<file path="config.mk">
export PLATFORM = sky130hd
export DESIGN_NAME = alu_mc
export DESIGN_NICKNAME = d
export VERILOG_FILES = /design/src/rtl/alu_pkg.sv /design/src/rtl/alu_mdu_iter.sv /design/src/rtl/alu_mc.sv
export SDC_FILE = /design/constraint.sdc
export NUM_CORES = 1
export LEC_CHECK = 0
export BUFFER_PORTS_ARGS = -buffer_cell sky130_fd_sc_hd__buf_4
export CAP_MARGIN = 20
export CORE_MARGIN = 2
export CORE_UTILIZATION = 56
export DETAILED_ROUTE_END_ITERATION = 8
export PLACE_DENSITY = 0.92
export SYNTH_ARGS = -nofsm -noshare
export SYNTH_HDL_FRONTEND = slang
export SYNTH_SLANG_ARGS = --single-unit
</file>
<file path="constraint.sdc">
create_clock -name clk -period 2.8 [get_ports clk]
set_input_delay 0.28 -clock clk [delete_from_list [all_inputs] [get_ports clk]]
set_output_delay 0.28 -clock clk [all_outputs]
set_load 0.01 [all_outputs]
</file>
<file path="src/rtl/alu_pkg.sv">
// Shared definitions for the alu_mc execute unit: opcode encodings, FSM state
// encoding and the ZERO constant.
package alu_pkg;

    localparam logic [4:0] OP_ADD    = 5'b0_0000;
    localparam logic [4:0] OP_SUB    = 5'b0_1000;
    localparam logic [4:0] OP_SLL    = 5'b0_0001;
    localparam logic [4:0] OP_SLT    = 5'b0_0010;
    localparam logic [4:0] OP_SLTU   = 5'b0_0011;
    localparam logic [4:0] OP_XOR    = 5'b0_0100;
    localparam logic [4:0] OP_SRL    = 5'b0_0101;
    localparam logic [4:0] OP_SRA    = 5'b0_1101;
    localparam logic [4:0] OP_OR     = 5'b0_0110;
    localparam logic [4:0] OP_AND    = 5'b0_0111;

    localparam logic [4:0] OP_MUL    = 5'b1_0000;
    localparam logic [4:0] OP_MULH   = 5'b1_0001;
    localparam logic [4:0] OP_MULHSU = 5'b1_0010;
    localparam logic [4:0] OP_MULHU  = 5'b1_0011;
    localparam logic [4:0] OP_DIV    = 5'b1_0100;
    localparam logic [4:0] OP_DIVU   = 5'b1_0101;
    localparam logic [4:0] OP_REM    = 5'b1_0110;
    localparam logic [4:0] OP_REMU   = 5'b1_0111;

    typedef enum logic [1:0] {IDLE, MUL, DIV, DONE} state_t;

    // Wide enough for the largest supported XLEN; users slice it down.
    localparam int MAX_XLEN = 64;
    localparam logic [MAX_XLEN-1:0] ZERO = '0;

endpackage

</file>
<file path="src/rtl/alu_mdu_iter.sv">
// Iterative radix-2 multiply (shift-add) / divide (restoring) datapath over
// operand magnitudes, with the signed fix-up applied on the result output.
module alu_mdu_iter
    import alu_pkg::*;
#(
    parameter int XLEN = 32
) (
    input  logic            clk,
    input  logic            rst_n,
    input  logic            flush,
    input  logic            start,
    input  logic [2:0]      op,
    input  logic [XLEN-1:0] a,
    input  logic [XLEN-1:0] b,
    output logic            done,
    output logic [XLEN-1:0] result
);

    localparam int CW = $clog2(XLEN) + 1;

    logic              busy, div_q, neg_q, rneg_q;
    logic [1:0]        sel_q;
    logic [CW-1:0]     cnt;
    logic [2*XLEN-1:0] acc, acc_src, acc_nxt, prod;
    logic [XLEN-1:0]   opb_q, opb, mag_a, mag_b, quo, rem;
    logic              a_signed, b_signed, neg_a, neg_b, div_mode, ge;
    logic [XLEN:0]     shifted, diff, msum;

    assign a_signed = op[2] ? !op[0] : (op[1:0] != 2'b11);
    assign b_signed = op[2] ? !op[0] : !op[1];
    assign neg_a    = a_signed && a[XLEN-1];
    assign neg_b    = b_signed && b[XLEN-1];
    assign mag_a    = neg_a ? -a : a;
    assign mag_b    = neg_b ? -b : b;

    // The first step is taken on the start edge itself, straight from the operands.
    assign acc_src  = start ? {ZERO[XLEN-1:0], mag_a} : acc;
    assign opb      = start ? mag_b : opb_q;
    assign div_mode = start ? op[2] : div_q;

    assign shifted  = {acc_src[2*XLEN-1:XLEN], acc_src[XLEN-1]};
    assign diff     = shifted - {1'b0, opb};
    assign ge       = !diff[XLEN];
    assign msum     = {1'b0, acc_src[2*XLEN-1:XLEN]} + {1'b0, (acc_src[0] ? opb : ZERO[XLEN-1:0])};
    assign acc_nxt  = div_mode ? {(ge ? diff[XLEN-1:0] : shifted[XLEN-1:0]), acc_src[XLEN-2:0], ge}
                               : {msum, acc_src[XLEN-1:1]};

    assign done   = busy && (cnt == CW'(XLEN));
    assign prod   = neg_q ? -acc : acc;
    assign quo    = neg_q ? -acc[XLEN-1:0] : acc[XLEN-1:0];
    assign rem    = rneg_q ? -acc[2*XLEN-1:XLEN] : acc[2*XLEN-1:XLEN];
    assign result = div_q ? (sel_q[1] ? rem : quo)
                          : ((sel_q == 2'b00) ? prod[XLEN-1:0] : prod[2*XLEN-1:XLEN]);

    always_ff @(posedge clk or negedge rst_n) begin
        if (!rst_n) begin
            busy   <= 1'b0;
            cnt    <= '0;
            acc    <= '0;
            opb_q  <= '0;
            div_q  <= 1'b0;
            neg_q  <= 1'b0;
            rneg_q <= 1'b0;
            sel_q  <= 2'b00;
        end else if (flush) begin
            busy <= 1'b0;
            cnt  <= '0;
        end else if (start) begin
            busy   <= 1'b1;
            cnt    <= CW'(1);
            acc    <= acc_nxt;
            opb_q  <= mag_b;
            div_q  <= op[2];
            neg_q  <= neg_a ^ neg_b;
            rneg_q <= neg_a;
            sel_q  <= op[1:0];
        end else if (busy) begin
            if (done) begin
                busy <= 1'b0;
                cnt  <= '0;
            end else begin
                acc <= acc_nxt;
                cnt <= cnt + CW'(1);
            end
        end
    end

endmodule

</file>
<file path="src/rtl/alu_mc.sv">
// Multi-cycle RV32I/RV32M execute unit with valid/ready on both sides.
// Define ALU_MDU_EN to compile in the iterative multiply/divide unit.
module alu_mc
    import alu_pkg::*;
#(
    parameter int XLEN = 32,
    parameter int SHW  = $clog2(XLEN)
) (
    input  logic            clk,
    input  logic            rst_n,
    input  logic            flush,
    input  logic            in_valid,
    output logic            in_ready,
    input  logic [4:0]      alu_op,
    input  logic [XLEN-1:0] in1,
    input  logic [XLEN-1:0] in2,
    output logic            out_valid,
    input  logic            out_ready,
    output logic [XLEN-1:0] out,
    output logic            zero,
    output logic            overflow,
    output logic            invalid_op
);

    state_t          state;
    logic            accept, is_sub, ovf, inv;
    logic [XLEN-1:0] opb, sum, res;
    logic [SHW-1:0]  shamt;
`ifdef ALU_MDU_EN
    localparam logic [XLEN-1:0] MOST_NEG = {1'b1, {(XLEN-1){1'b0}}};
    logic            go_mul, go_div, mdu_done;
    logic [XLEN-1:0] mdu_result;
`endif

    assign in_ready = (state == IDLE) || (state == DONE && out_ready);
    assign accept   = in_valid && in_ready && !flush;
    assign shamt    = in2[SHW-1:0];
    assign is_sub   = (alu_op == OP_SUB);
    assign opb      = is_sub ? ~in2 : in2;
    assign sum      = in1 + opb + {{(XLEN-1){1'b0}}, is_sub};

    // Single-cycle result; DIV/REM corner cases resolve here without iterating.
    always_comb begin
        res = ZERO[XLEN-1:0];
        ovf = 1'b0;
        inv = 1'b0;
`ifdef ALU_MDU_EN
        go_mul = 1'b0;
        go_div = 1'b0;
`endif
        case (alu_op)
            OP_ADD, OP_SUB: begin
                res = sum;
                ovf = (in1[XLEN-1] == opb[XLEN-1]) && (sum[XLEN-1] != in1[XLEN-1]);
            end
            OP_SLL:  res = in1 << shamt;
            OP_SLT:  res = {{(XLEN-1){1'b0}}, $signed(in1) < $signed(in2)};
            OP_SLTU: res = {{(XLEN-1){1'b0}}, in1 < in2};
            OP_XOR:  res = in1 ^ in2;
            OP_SRL:  res = in1 >> shamt;
            OP_SRA:  res = $unsigned($signed(in1) >>> shamt);
            OP_OR:   res = in1 | in2;
            OP_AND:  res = in1 & in2;
`ifdef ALU_MDU_EN
            OP_MUL, OP_MULH, OP_MULHSU, OP_MULHU: go_mul = 1'b1;
            OP_DIV, OP_DIVU, OP_REM, OP_REMU: begin
                if (in2 == ZERO[XLEN-1:0])
                    res = alu_op[1] ? in1 : ~ZERO[XLEN-1:0];
                else if (!alu_op[0] && in1 == MOST_NEG && in2 == ~ZERO[XLEN-1:0])
                    res = alu_op[1] ? ZERO[XLEN-1:0] : in1;
                else
                    go_div = 1'b1;
            end
`endif
            default: inv = 1'b1;
        endcase
    end

`ifdef ALU_MDU_EN
    alu_mdu_iter #(.XLEN(XLEN)) u_mdu (
        .clk    (clk),
        .rst_n  (rst_n),
        .flush  (flush),
        .start  (accept && (go_mul || go_div)),
        .op     (alu_op[2:0]),
        .a      (in1),
        .b      (in2),
        .done   (mdu_done),
        .result (mdu_result)
    );
`endif

    always_ff @(posedge clk or negedge rst_n) begin
        if (!rst_n) begin
            state      <= IDLE;
            out_valid  <= 1'b0;
            out        <= ZERO[XLEN-1:0];
            zero       <= 1'b0;
            overflow   <= 1'b0;
            invalid_op <= 1'b0;
        end else if (flush) begin
            state     <= IDLE;
            out_valid <= 1'b0;
        end else begin
            case (state)
                IDLE, DONE: begin
                    if (accept) begin
                        state      <= DONE;
                        out_valid  <= 1'b1;
                        out        <= res;
                        zero       <= (res == ZERO[XLEN-1:0]);
                        overflow   <= ovf;
                        invalid_op <= inv;
`ifdef ALU_MDU_EN
                        // Long ops override the registered result until the datapath finishes.
                        if (go_mul || go_div) begin
                            state     <= go_mul ? MUL : DIV;
                            out_valid <= 1'b0;
                        end
`endif
                    end else if (state == DONE && out_ready) begin
                        state     <= IDLE;
                        out_valid <= 1'b0;
                    end
                end
`ifdef ALU_MDU_EN
                MUL, DIV: begin
                    if (mdu_done) begin
                        state      <= DONE;
                        out_valid  <= 1'b1;
                        out        <= mdu_result;
                        zero       <= (mdu_result == ZERO[XLEN-1:0]);
                        overflow   <= 1'b0;
                        invalid_op <= 1'b0;
                    end
                end
`endif
                default: state <= IDLE;
            endcase
        end
    end

endmodule

</file>
==> impl_results.md, run 1 <==
* Post-synth EDFFs at 0
* Synthesis warning total at 0
* Number of global-route vias before repair at a little over 20000
* Register area share after synthesis at about 8.6%
* First-pass GRT wire length at ~140 mm
* Post-synthesis register bit count at 36
* DIE HEIGHT at between 100 and 150 microns
* Pre-CTS worst setup slack at -1.64 ns
* Main combinational cell family by area after synthesis: compound AO/OA/AOI/OAI gates
* H-Tree Depth at 2
* Exit stage: 5_1_grt
* Compound-gate portion of the synthesized area at roughly a quarter
* GRT Residual Overflow at 477
* Status: stopped before the end
* Post-Synth XOR/XNOR Area at 4.44%
* Avg Cell Area, Syn at 7.60 sq um
* Tot GR Track Use at 88.8%
* Gpl congestion at around 1.4
* CTS sink count at 36
* Simple-Gate Fraction of Synth Area at approximately 20%
* Asr flop ratio synth at 100%
* I/O Buffers at 110
* Post-synth top area cell: ha_1
* Mux cell area share after synthesis at around 18%
* Cells after DPL at ~2100
* Largest net degree at the start of global routing at between 40 and 50
* Mapped Area at about 10000 sq um
* Starting Density at 57.6%
* Synthesized Nets at between 1500 and 2000
* CTS root buf: clkbuf_16
* Cell count after synthesis at roughly 1400
* Clock Tree Buf Depth at 2
* CTS Buf Count at 5
* Largest cells by area after synthesis: ha_1, mux4_2, dfrtp_1
* Distinct cell type count after synthesis at just under 80
* HPWL reported at the end of detailed placement at 46.5 mm
* Top cell type's share of synthesized area at around 16%
* Top-Level Pins at ~110
* Die width at around 140 microns
* Cell Rows at between 40 and 50
* Synth Area in Adders at 16.5%
* Stop err: [ERROR GRT-0116] Global routing finished with congestion. Check the congestion regions in the DRC Viewer.
* Primary FF master, synth: dfrtp_1
layer usage:
layer	global-route usage, %	overflow
met1	86.9	8
met2	103	296
met3	76.3	8
met4	90.7	161
met5	57.9	4
what timing repair did:
item                                   in CTS
pin swaps                                  61
setup endpoints to repair                  30
hold buffers                                1
endpoints found under the hold margin      36
cloned                                      1
gates resized for setup                   164
setup buffers                              34
cells in the mapped netlist, drive strengths merged (33+ instances only):
library cell,number
inv,89
dfrtp,36
nor2,102
ha,136
nor3,38
mux2i,58
nand2,160
o21ai,72
buf,40
mux4,42
clkbuf,60
a21oi,90
xnor2,40
o211ai,33
per-stage QoR:
stage / hold WS, ns / setup TNS (ns) / instance area (sq um)
floorplan: -0.0156 / -19.22 / 10800
global placement: 0.244 / -20.43 / 15300
detailed placement: 0.248 / -28.87 / 15300
CTS: 0.153 / -11.76 / 16600
logic make-up after synthesis:
kind of cell | Yosys count
muxes | 129
xor gates and xnor gates | 53
buffers and inverters | 189
AOI/OAI and AO/OA | 386
adders and majority gates | 137
DFF | 36
and+or+nand+nor | 445
==> run 2: changes to the inputs <==
--- a/config.mk
+++ b/config.mk
@@ -8,9 +8,9 @@
 export BUFFER_PORTS_ARGS = -buffer_cell sky130_fd_sc_hd__buf_4
 export CAP_MARGIN = 20
 export CORE_MARGIN = 2
-export CORE_UTILIZATION = 56
+export CORE_UTILIZATION = 40
 export DETAILED_ROUTE_END_ITERATION = 8
-export PLACE_DENSITY = 0.92
+export PLACE_DENSITY_LB_ADDON = 0.15
 export SYNTH_ARGS = -nofsm -noshare
 export SYNTH_HDL_FRONTEND = slang
 export SYNTH_SLANG_ARGS = --single-unit
==> constraint.sdc (replaced) <==
create_clock -name clk -period 3.6 [get_ports clk]
set_input_delay 0.36 -clock clk [delete_from_list [all_inputs] [get_ports clk]]
set_output_delay 0.36 -clock clk [all_outputs]
set_load 0.01 [all_outputs]
==> impl_results.md, run 2 <==
* Core area at 25800 sq um
* Top-Level Pins at 111 (unchanged)
* Power Density at about 220 nW/um^2
* Hold_buf cts at 0 (-1)
* Psw at 1.51 mW
* Vias post-DR at between 10000 and 15000
* Most frequent cell after synthesis: nand2_1
* CP endpoint kind: flip-flop
* DR vias/cell at 6.11
* Max-slew violations at 0
* Avg WL per Cell at 25.4 microns
* Switching Share at a little over two fifths
* Cell count after synthesis at 1375 (unchanged)
* Fin util at about three fifths
* Synthesized Nets at 1586 (unchanged)
* Number of global-route vias before repair at ~13000
* Register area share after synthesis at 8.62% (unchanged)
* Flop pwr share at between 10% and 20%
* Leak at 7.65 nW
* Primary FF master, synth: dfrtp_1
* GRT Residual Overflow at 0
* DIE HEIGHT at 166 microns (+18%)
* Final worst path period share at 112%
* Gpl congestion at 1.05 (-27%)
* Worst skew pair latency at roughly 0.28 ns
* Comb pwr share at a little under three quarters
* HPWL reported at the end of detailed placement at 45.6 mm (-1.8%)
* ANT nets after route at 0
* Die width at 166 microns (+18%)
* Top cell type's share of synthesized area at 16.3% (unchanged)
* Post-synthesis register bit count at 36 (unchanged)
* Largest cells by area after synthesis: ha_1, mux4_2, dfrtp_1
* Setup ws final at -0.447 ns
* First-pass GRT wire length at 81.8 mm
* Clk_skew at ~0.0031 ns
* Share of layout cells above drive strength 1 at 41.1%
* Tot GR Track Use at about two fifths
* Post-synth top cells: nand2_1, ha_1, nor2_1
* Max FFs per register at 32
* CTS sink count at 36 (unchanged)
* DRC at 0
* DRT Pass-1 Iters at 6
* I/O Buffers at 110 (unchanged)
* Fin Setup TNS at -1.46 ns
* Final wirelength at about 56 mm
* Min-delay worst type: input port to async pin
* Post-synth top area cell: ha_1
* Initial DRC count at approximately 1500
* CP Max Fanout at 7
* Final #Nets at between 2000 and 2500
* CTS tree: yes
* Clock Tree Buf Depth at 2 (unchanged)
* Post-route cell area at around 16000 sq um
* Arrival time at the worst endpoint at about 4.2 ns
* Mapped Area at 10500 sq um (unchanged)
* Biggest register: out
* Clock power frac at roughly 15%
* Startpoint Class: input port
* Final hold viol count at 0
* Post-synth EDFFs at 0 (unchanged)
* Maxcap violations at 0
* Distinct cell type count after synthesis at 79 (unchanged)
* Starting Density at 40.5% (-17 points)
* Avg Cell Area, Syn at 7.60 sq um (unchanged)
* Commonest non-fill, non-tap cell in the layout: buf_4
* Worst EP required at between 3 and 4 ns
* H-Tree Depth at 2 (unchanged)
* RSZ-0062 raised after global routing: true
* Final worst path period need at 4.05 ns
* Max VDD drop at roughly 0.00036 V
* Int Pwr at roughly 2.0 mW
* Status: finished, violations left
* Synthesis warning total at 0 (unchanged)
* Cell Rows at 59 (+20%)
* Die Area at roughly 27000 sq um
* Largest net degree at the start of global routing at 37
* Slew @ Worst Pin at 0.999 ns
* Highest clock rate at around 250 MHz
* Syn-to-layout area delta at 52.6%
* Placed cell areas at 14900 sq um (-2.5%)
* Commonest non-fill, non-tap cells in the layout: buf_4, nand2_1, ha_1
* Number of antenna violations at the first check in global routing at 3
* Crit path kind: input port to flip-flop
* Reg clk slew, reported paths at 0.05 ns
* CTS Buf Count at 5 (unchanged)
* Asr flop ratio synth at 100% (unchanged)
* Setup Viol. Count Final at 8
* Violated checks: setup timing
* Relative slew slack at approximately 32%
* CTS root buf: clkbuf_16
[run 2: cell counts after synthesis]
No cell type changed its count.
[run 2: critical path: stages]
cell	delay [ns]
buf_6	0.10
nor4_4	0.41
nand2_8	0.19
buf_12	0.18
xnor2_4	0.17
ha_4	0.24
and2_4	0.13
a221o_1	0.37
buf_4	0.18
a21oi_4	0.15
xor2_2	0.20
o211ai_1	0.27
nor4_4	0.45
nand4bb_1	0.16
nor4_2	0.16
buf_4	0.14
nand4_1	0.10
o31ai_1	0.26
[run 2: logic make-up (layout without fill, tap and decap cells)]
logic type                 count (synthesis)  after routing  share of synthesized area, %
AOI/OAI and AO/OA                        386            386                          25.1
xor gates and xnor gates                  53             53                          4.44
adders and majority gates                137            137                          16.5
buffers and inverters                    189            666                          7.56
DFF                                       36             36                          8.62
muxes                                    129            129                          17.7
other                                      0              1                             0
and+or+nand+nor                          445            445                          20.1
[run 2: metrics by stage]
stage | setup slack [ns] | cells | power, mW | hold slack (ns)
after floorplan | -0.624 | 1375 | 1.54 | 0.0644
after global placement | -0.801 | 2153 | 2.70 | 0.335
after detailed placement | -0.904 | 2154 | 2.72 | 0.341
after CTS | -0.389 | 2174 | 3.34 | 0.0429
after global routing | -0.609 | 2187 | 3.67 | 0.0640
final | -0.447 | 2188 | 3.50 | 0.0234
[run 2: area by class of cell]
type / count / area [sq um]
fillers: 2329 / 9890
multi-input cells: 1150 / 9540
repair buffers: 569 / 4570
flip-flops and latches: 36 / 901
well taps: 335 / 419
inverters: 89 / 334
clock buffers: 7 / 153
clock inverters: 1 / 30.0
diodes: 1 / 2.50
[run 2: final timing paths]
path,from,cells after the start,endpoint,slack (ns)
setup / recovery,alu_op[0],18,zero$_DFFE_PN0P_,-0.45
hold / removal,rst_n,1,out[5]$_DFFE_PN0P_,0.02
setup reg to reg,state[0]$_DFFE_PN0P_,11,zero$_DFFE_PN0P_,0.65
hold reg to reg,out[31]$_DFFE_PN0P_,2,out[31]$_DFFE_PN0P_,0.47
max in group asynchronous,rst_n,1,out[21]$_DFFE_PN0P_,3.26
min in group clk,flush,2,state[0]$_DFFE_PN0P_,0.24
[run 2: per-layer routing]
layer,GRT usage (%),share of wire [%],wire (microns)
met5,0,0.045,25
met1,52.7,41,22600
met4,12.7,3.6,1980
met2,61.5,45,25000
met3,8.96,11,5970
[run 2: power groups by stage]
stage          Sequential [mW]  Combinational [mW]  Clock, mW
2_1_floorplan            0.505                1.04          0
3_3_place_gp             0.482                2.22          0
3_5_place_dp             0.485                2.23          0
4_1_cts                  0.479                2.33      0.532
5_1_grt                  0.484                2.64      0.549
6_report                 0.478                2.50      0.524
[run 2: timing repair]
item                                    CTS  global route
pin swaps                                37            64
hold endpoints to repair                  0             0
endpoints found under the setup margin   12            14
resized for setup                        57            64
setup buffers                            13            15
cloned                                    0             1
Note: power is estimated with default switching activity, not from simulation.
